### src/rtl/fir_eq_pkg.sv
// Shared constants, FSM state type and coefficient ROM for the audio-path
// FIR equaliser.
package fir_eq_pkg;

  localparam int FIR_IN_W      = 24;
  localparam int FIR_SAMPLE_W  = 16;
  localparam int FIR_NTAPS     = 4;
  localparam int FIR_COEF_W    = 16;
  localparam int FIR_ACC_W     = 2 * FIR_SAMPLE_W + $clog2(FIR_NTAPS);
  localparam int FIR_TAP_W     = $clog2(FIR_NTAPS);
  localparam int FIR_NPROFILES = 4;
  localparam int FIR_PROF_W    = $clog2(FIR_NPROFILES);

  typedef enum logic [1:0] {
    IDLE,
    MAC,
    OUT
  } fir_state_e;

  typedef logic [FIR_PROF_W-1:0]        profile_t;
  typedef logic signed [FIR_COEF_W-1:0] coef_t;

  // Row = profile, column = tap k (k=0 multiplies the newest sample).
  localparam coef_t COEF_ROM [FIR_NPROFILES][FIR_NTAPS] = '{
    '{16'sd1,  16'sd0, 16'sd0, 16'sd0},
    '{16'sd1,  16'sd1, 16'sd1, 16'sd1},
    '{16'sd4,  16'sd1, 16'sd2, 16'sd1},
    '{16'sd1, -16'sd1, 16'sd0, 16'sd0}
  };

  // Unknown profile codes fall back to bypass.
  function automatic profile_t profile_sel(input logic [7:0] eq_val);
    profile_t p;
    if (eq_val > 8'd3) begin
      p = '0;
    end else begin
      p = eq_val[FIR_PROF_W-1:0];
    end
    return p;
  endfunction

  function automatic coef_t coef_lookup(input profile_t p,
                                        input logic [FIR_TAP_W-1:0] k);
    return COEF_ROM[p][k];
  endfunction

endpackage

### src/rtl/fir_sample_window.sv
// Sample delay line for the equaliser: window[0] holds the newest sample,
// window[NTAPS-1] the oldest.
module fir_sample_window
  import fir_eq_pkg::*;
#(
  parameter int SAMPLE_W = FIR_SAMPLE_W,
  parameter int NTAPS    = FIR_NTAPS
) (
  input  logic                              clk,
  input  logic                              rst,
  input  logic                              shift_en,
  input  logic signed [SAMPLE_W-1:0]        sample,
  output logic [NTAPS-1:0][SAMPLE_W-1:0]    window
);

  always_ff @(posedge clk or posedge rst) begin
    if (rst) begin
      window <= '0;
    end else if (shift_en) begin
      window <= {window[NTAPS-2:0], sample};
    end
  end

endmodule

### src/rtl/fir_eq_filter.sv
// Streaming 4-tap FIR equaliser: one accepted sample triggers a sequential
// multiply-accumulate (one tap per clock) and a single-cycle done strobe.
module fir_eq_filter
  import fir_eq_pkg::*;
#(
  parameter int IN_W     = FIR_IN_W,
  parameter int SAMPLE_W = FIR_SAMPLE_W,
  parameter int NTAPS    = FIR_NTAPS,
  parameter int COEF_W   = FIR_COEF_W,
  parameter int ACC_W    = FIR_ACC_W
) (
  input  logic                     clk,
  input  logic                     reset,
  input  logic                     signal_en,
  input  logic signed [IN_W-1:0]   signal,
  input  logic [7:0]               eqVal,
  output logic signed [ACC_W-1:0]  result_o,
  output logic                     done
);

  localparam int TAP_W  = $clog2(NTAPS);
  localparam int PROD_W = SAMPLE_W + COEF_W;

  fir_state_e                       state_p0;
  fir_state_e                       state_nxt;
  logic                             shift_en;
  logic                             acc_en;
  logic                             out_en;
  logic                             last_tap;
  profile_t                         profile_p0;
  logic [TAP_W-1:0]                 tap_p1;
  logic signed [ACC_W-1:0]          acc_p1;
  logic [NTAPS-1:0][SAMPLE_W-1:0]   window;
  logic signed [SAMPLE_W-1:0]       sample_new;
  logic signed [SAMPLE_W-1:0]       tap_sample;
  logic signed [COEF_W-1:0]         tap_coef;
  logic signed [PROD_W-1:0]         prod;
  logic                             unused_lsbs;

  function automatic logic signed [ACC_W-1:0] sext_prod(
    input logic signed [PROD_W-1:0] p
  );
    return {{(ACC_W - PROD_W){p[PROD_W-1]}}, p};
  endfunction

  // Truncation keeps the top SAMPLE_W bits; the remaining LSBs are dropped.
  assign sample_new  = signal[IN_W-1:IN_W-SAMPLE_W];
  assign unused_lsbs = ^signal[IN_W-SAMPLE_W-1:0];

  fir_sample_window #(
    .SAMPLE_W (SAMPLE_W),
    .NTAPS    (NTAPS)
  ) u_window (
    .clk      (clk),
    .rst      (reset),
    .shift_en (shift_en),
    .sample   (sample_new),
    .window   (window)
  );

  assign last_tap   = (tap_p1 == TAP_W'(NTAPS - 1));
  assign tap_sample = $signed(window[tap_p1]);
  assign tap_coef   = coef_lookup(profile_p0, tap_p1);
  assign prod       = PROD_W'(tap_sample) * PROD_W'(tap_coef);

  always_comb begin
    state_nxt = state_p0;
    shift_en  = 1'b0;
    acc_en    = 1'b0;
    out_en    = 1'b0;
    case (state_p0)
      IDLE: begin
        if (signal_en) begin
          shift_en  = 1'b1;
          state_nxt = MAC;
        end
      end
      MAC: begin
        acc_en = 1'b1;
        if (last_tap) begin
          state_nxt = OUT;
        end
      end
      OUT: begin
        out_en    = 1'b1;
        state_nxt = IDLE;
      end
      default: state_nxt = IDLE;
    endcase
  end

  always_ff @(posedge clk or posedge reset) begin
    if (reset) begin
      state_p0 <= IDLE;
    end else begin
      state_p0 <= state_nxt;
    end
  end

  // Stage p0: profile captured with the sample; later eqVal changes are ignored.
  always_ff @(posedge clk or posedge reset) begin
    if (reset) begin
      profile_p0 <= '0;
    end else if (shift_en) begin
      profile_p0 <= profile_sel(eqVal);
    end
  end

  // Stage p1: sequential MAC, one tap per clock.
  always_ff @(posedge clk or posedge reset) begin
    if (reset) begin
      acc_p1 <= '0;
      tap_p1 <= '0;
    end else if (shift_en) begin
      acc_p1 <= '0;
      tap_p1 <= '0;
    end else if (acc_en) begin
      acc_p1 <= acc_p1 + sext_prod(prod);
      tap_p1 <= tap_p1 + TAP_W'(1);
    end
  end

  // Stage p2: registered result; held until the next completed computation.
  always_ff @(posedge clk or posedge reset) begin
    if (reset) begin
      result_o <= '0;
      done     <= 1'b0;
    end else begin
      done <= out_en;
      if (out_en) begin
        result_o <= acc_p1;
      end
    end
  end

endmodule

### config.mk
export PLATFORM = sky130hd
export DESIGN_NAME = fir_eq_filter
export DESIGN_NICKNAME = d
export VERILOG_FILES = /design/src/rtl/fir_eq_pkg.sv /design/src/rtl/fir_sample_window.sv /design/src/rtl/fir_eq_filter.sv
export SDC_FILE = /design/constraint.sdc
export NUM_CORES = 1
export LEC_CHECK = 0
export BUFFER_PORTS_ARGS = -buffer_cell sky130_fd_sc_hd__buf_2
export CAP_MARGIN = 10
export CORE_ASPECT_RATIO = 0.9
export CORE_UTILIZATION = 50
export CTS_CLUSTER_SIZE = 12
export DETAILED_ROUTE_END_ITERATION = 7
export PLACE_DENSITY = 0.74
export RECOVER_POWER = 100
export SYNTH_ARGS = -nofsm -noshare
export SYNTH_HDL_FRONTEND = slang
export SYNTH_SLANG_ARGS = --single-unit
### constraint.sdc
create_clock -name clk -period 9.7 [get_ports clk]
set_input_delay 0.97 -clock clk [delete_from_list [all_inputs] [get_ports clk]]
set_output_delay 0.97 -clock clk [all_outputs]
set_load 0.05 [all_outputs]
==> results.toml <==
[timing]
finalSetupViolCount = 0
fin_crit_sh_pct = 90.00
rsz0062_at_grt = "no"
final-hold-violation-count = 0
finClkSkew_ps = 20.13
tns_ps = 0
fmax_mhz = 114.6
drv_slew = 277
period_minus_slack_ps = 8730
max_slew_margin_pct = -167.1
worst_slew_pin_slew_ps = 3984

[drt]
drc = 0
drtIter0Drc = 715
postRouteAntennaNets = 0
vias = 10460
drt-pass1-iter-count = 5
drt_wl_total_mm = 33.44
via_per_inst = 5.295
wl_per_cell_um = 16.92

[floorplan]
dieArea_mm2 = 0.03058
start_util_pct = 51.23
fp.coreArea_mm2 = 0.02916
fp-row-count = 59
chipWidth_um = 184.2
fp.dieH_um = 166.0
boundaryPins = 70

[critical_path]
r2r_start = "tap_p1[0]"
critPathLaunchType = "flip-flop"
crit_start = "tap_p1[0]"
crit_arrival_ps = 9020
crit_type = "reg2reg"
r2r-end = "acc_p1[28]"
ff2ff_path_depth = 26
cp_max_fo = 15
crit_path_end = "acc_p1[28]"
r2r_slack_ps = 970
crit_path_end_kind = "flip-flop"
cp_data_required_time_ps = 9990

[hold_path]
min-delay-path-class = "reg2reg"

[placement]
io_buffers = 61
place.gp.congestion = 0.9311
hpwl_mm = 25.96
placed_area_mm2 = 0.01567
dp_cells = 1944

[power_and_ir_drop]
p_switching_mw = 2.277
peakVddDrop_mv = 0.1566
combinationalPowerShare_pct = 61.9
power.density_mw_per_mm2 = 279.3
clkPwrFrac_pct = 15.1
p_sw_share_pct = 50.47
p_seq_share_pct = 23.0
power_leakage_nw = 8.753
total_power_mw = 4.511
p_int_mw = 2.234

[clock_network]
numCtsBuffers = 17
cts_sinks = 139
cts_tree = "yes"
cts_setup_buffers = 0
cts_hold_buf = 0
path_clk_slew_ps = 80
cts_buffer_depth = 2
post_cts_resized = 0
cts-htree-levels = 4
clk_latency_ps = 450
root_buffer = "clkbuf_16"

[grt]
use_met1_pct = 32.82
use_met2_pct = 38.74
grtUsageMet3_pct = 4.101
top_usage_layer = "met2"
grt_max_degree = 94
grtUsageTotal_pct = 23.81
antenna_found_initial = 1
grt_first_pass_wirelength_mm = 56.59
grt-ovfl-total = 0
grt_pass1_vias = 11320

[synthesis]
synth.yosys.seq_area_share_pct = 23.28
yosysUniqueCellTypes = 59
postSynthCellCount = 1524
syn_nets = 1905
synth_edf_count = 0
avgSynthCellArea_um2 = 9.803
ys.warnings.count = 0
ys_ff_latch = 139
syn-cell-area_mm2 = 0.01494
ys_async_sr_fraction_pct = 100.0
synthFlopType = "dfrtp_1"

[layout]
layout.nets = 1948
postLayoutCellArea_mm2 = 0.01615
diodes = 0
synthToLayoutAreaGrowth_pct = 8.099
drive_above_1_share_pct = 7.848
layout.cells.non_filler = 1976

[outcome]
violations = "max-capacitance violations, max-slew violations"
status = "finished, violations left"

[flow_run]
maxCapViolCount = 6
-- layout by cell type, fill, tap and decap left out, types with 12 or more instances in the layout --
master,n
nor2b_1,14
o21ai_0,32
nand2_1,278
xnor2_1,35
inv_1,343
dfrtp_1,139
fa_1,233
buf_2,25
o21ai_1,12
xor2_1,16
nor2_1,36
clkbuf_1,41
a21oi_1,27
a21o_1,18
mux4_2,15
clkbuf_16,17
mux2_2,36
ha_1,113
-- per-stage QoR --
step | hold slack, ps | utilization [%] | worst slack (ps)
2_1_floorplan | 440.6 | - | 2330
3_5_place_dp | 461.2 | 53.73 | 1578
4_1_cts | 479.1 | 55.76 | 1485
6_report | 482.0 | 55.38 | 970.4
3_3_place_gp | 451.9 | 53.73 | 1706
5_1_grt | 507.3 | 55.38 | 531.8
-- registers in the layout (all words and copies together), names as in the netlist --
| name | count |
|---|---|
| acc_p1 | 34 |
| done | 1 |
| profile_p0 | 2 |
| result_o | 34 |
| state_p0 | 2 |
| tap_p1 | 2 |
| u_window.window | 64 |
-- power by group through the flow --
stage | Sequential [mW] | Combinational, mW | Clock [mW]
floorplan | 1.20 | 1.98 | 0
global route | 1.07 | 3.14 | 0.711
detailed placement | 1.04 | 2.80 | 0
finish | 1.04 | 2.79 | 0.680
global placement | 1.03 | 2.70 | 0
CTS | 1.04 | 2.83 | 0.689
-- how the worst min path moves through the flow --
stage	from	endpoint	slack (ps)	cells past startpoint
6_report	u_window.window[59]	u_window.window[59]	480	2
5_1_grt	u_window.window[52]	u_window.window[52]	510	2
4_1_cts	u_window.window[63]	u_window.window[63]	480	2
3_5_place_dp	u_window.window[63]	u_window.window[63]	460	2
3_3_place_gp	u_window.window[57]	u_window.window[57]	450	2
2_1_floorplan	u_window.window[50]	u_window.window[50]	440	2
-- layer usage --
metal,vias to the layer above,part of all wire [%]
met5,-,0
met1,5277,42
li1,4755,-
met2,382,49
met4,0,2.1
met3,49,6.9
-- cell families (layout without fill, tap and decap cells) --
family | after synthesis | count (layout) | synth area share [%]
muxes | 56 | 56 | 5.310
AOI/OAI and AO/OA | 147 | 147 | 6.650
xor gates and xnor gates | 51 | 51 | 2.990
and+or+nand+nor | 386 | 386 | 10.95
buffers and inverters | 397 | 453 | 10.00
DFF | 139 | 139 | 23.28
adders and majority gates | 348 | 348 | 40.82
-- final cells by class --
cell class	count	area (um2)
Fill cell	2485	13010
Multi-Input combinational cell	988	9945
Sequential cell	139	3478
Inverter	348	1308
Tap cell	396	495.5
Clock buffer	17	425.4
Timing Repair Buffer	73	331.6
Clock inverter	15	166.4
-- critical path: stages (launching register included) --
cell and delay (ps):
dfrtp_1 690, buf_4 380, mux2i_1 140, nor2_1 90
clkbuf_1 570, and2_0 270, inv_1 70, fa_1 950
inv_1 350, fa_1 630, inv_1 60, fa_1 500
inv_1 50, fa_1 450, fa_1 510, inv_1 60
fa_1 500, inv_1 50, ha_1 350, nand3_1 220
nor2_1 70, a2111o_1 420, a221oi_1 430, o221ai_1 260
a21oi_1 240, xor2_1 170, o21ai_0 90
-- cells in the mapped netlist (all sizes together), types with 14 or more instances --
| cell type | number | area, um2 |
|---|---|---|
| nor2b | 14 | 87.58 |
| fa | 233 | 4664 |
| mux4 | 15 | 337.8 |
| xnor2 | 35 | 306.5 |
| a21oi | 27 | 135.1 |
| clkbuf | 41 | 153.9 |
| inv | 347 | 1302 |
| a21o | 18 | 135.1 |
| ha | 113 | 1414 |
| dfrtp | 139 | 3478 |
| mux2 | 36 | 405.4 |
| o21ai | 44 | 220.2 |
| nand2 | 278 | 1044 |
| nor2 | 36 | 135.1 |
| xor2 | 16 | 140.1 |
(Power assumes the default switching activity.)
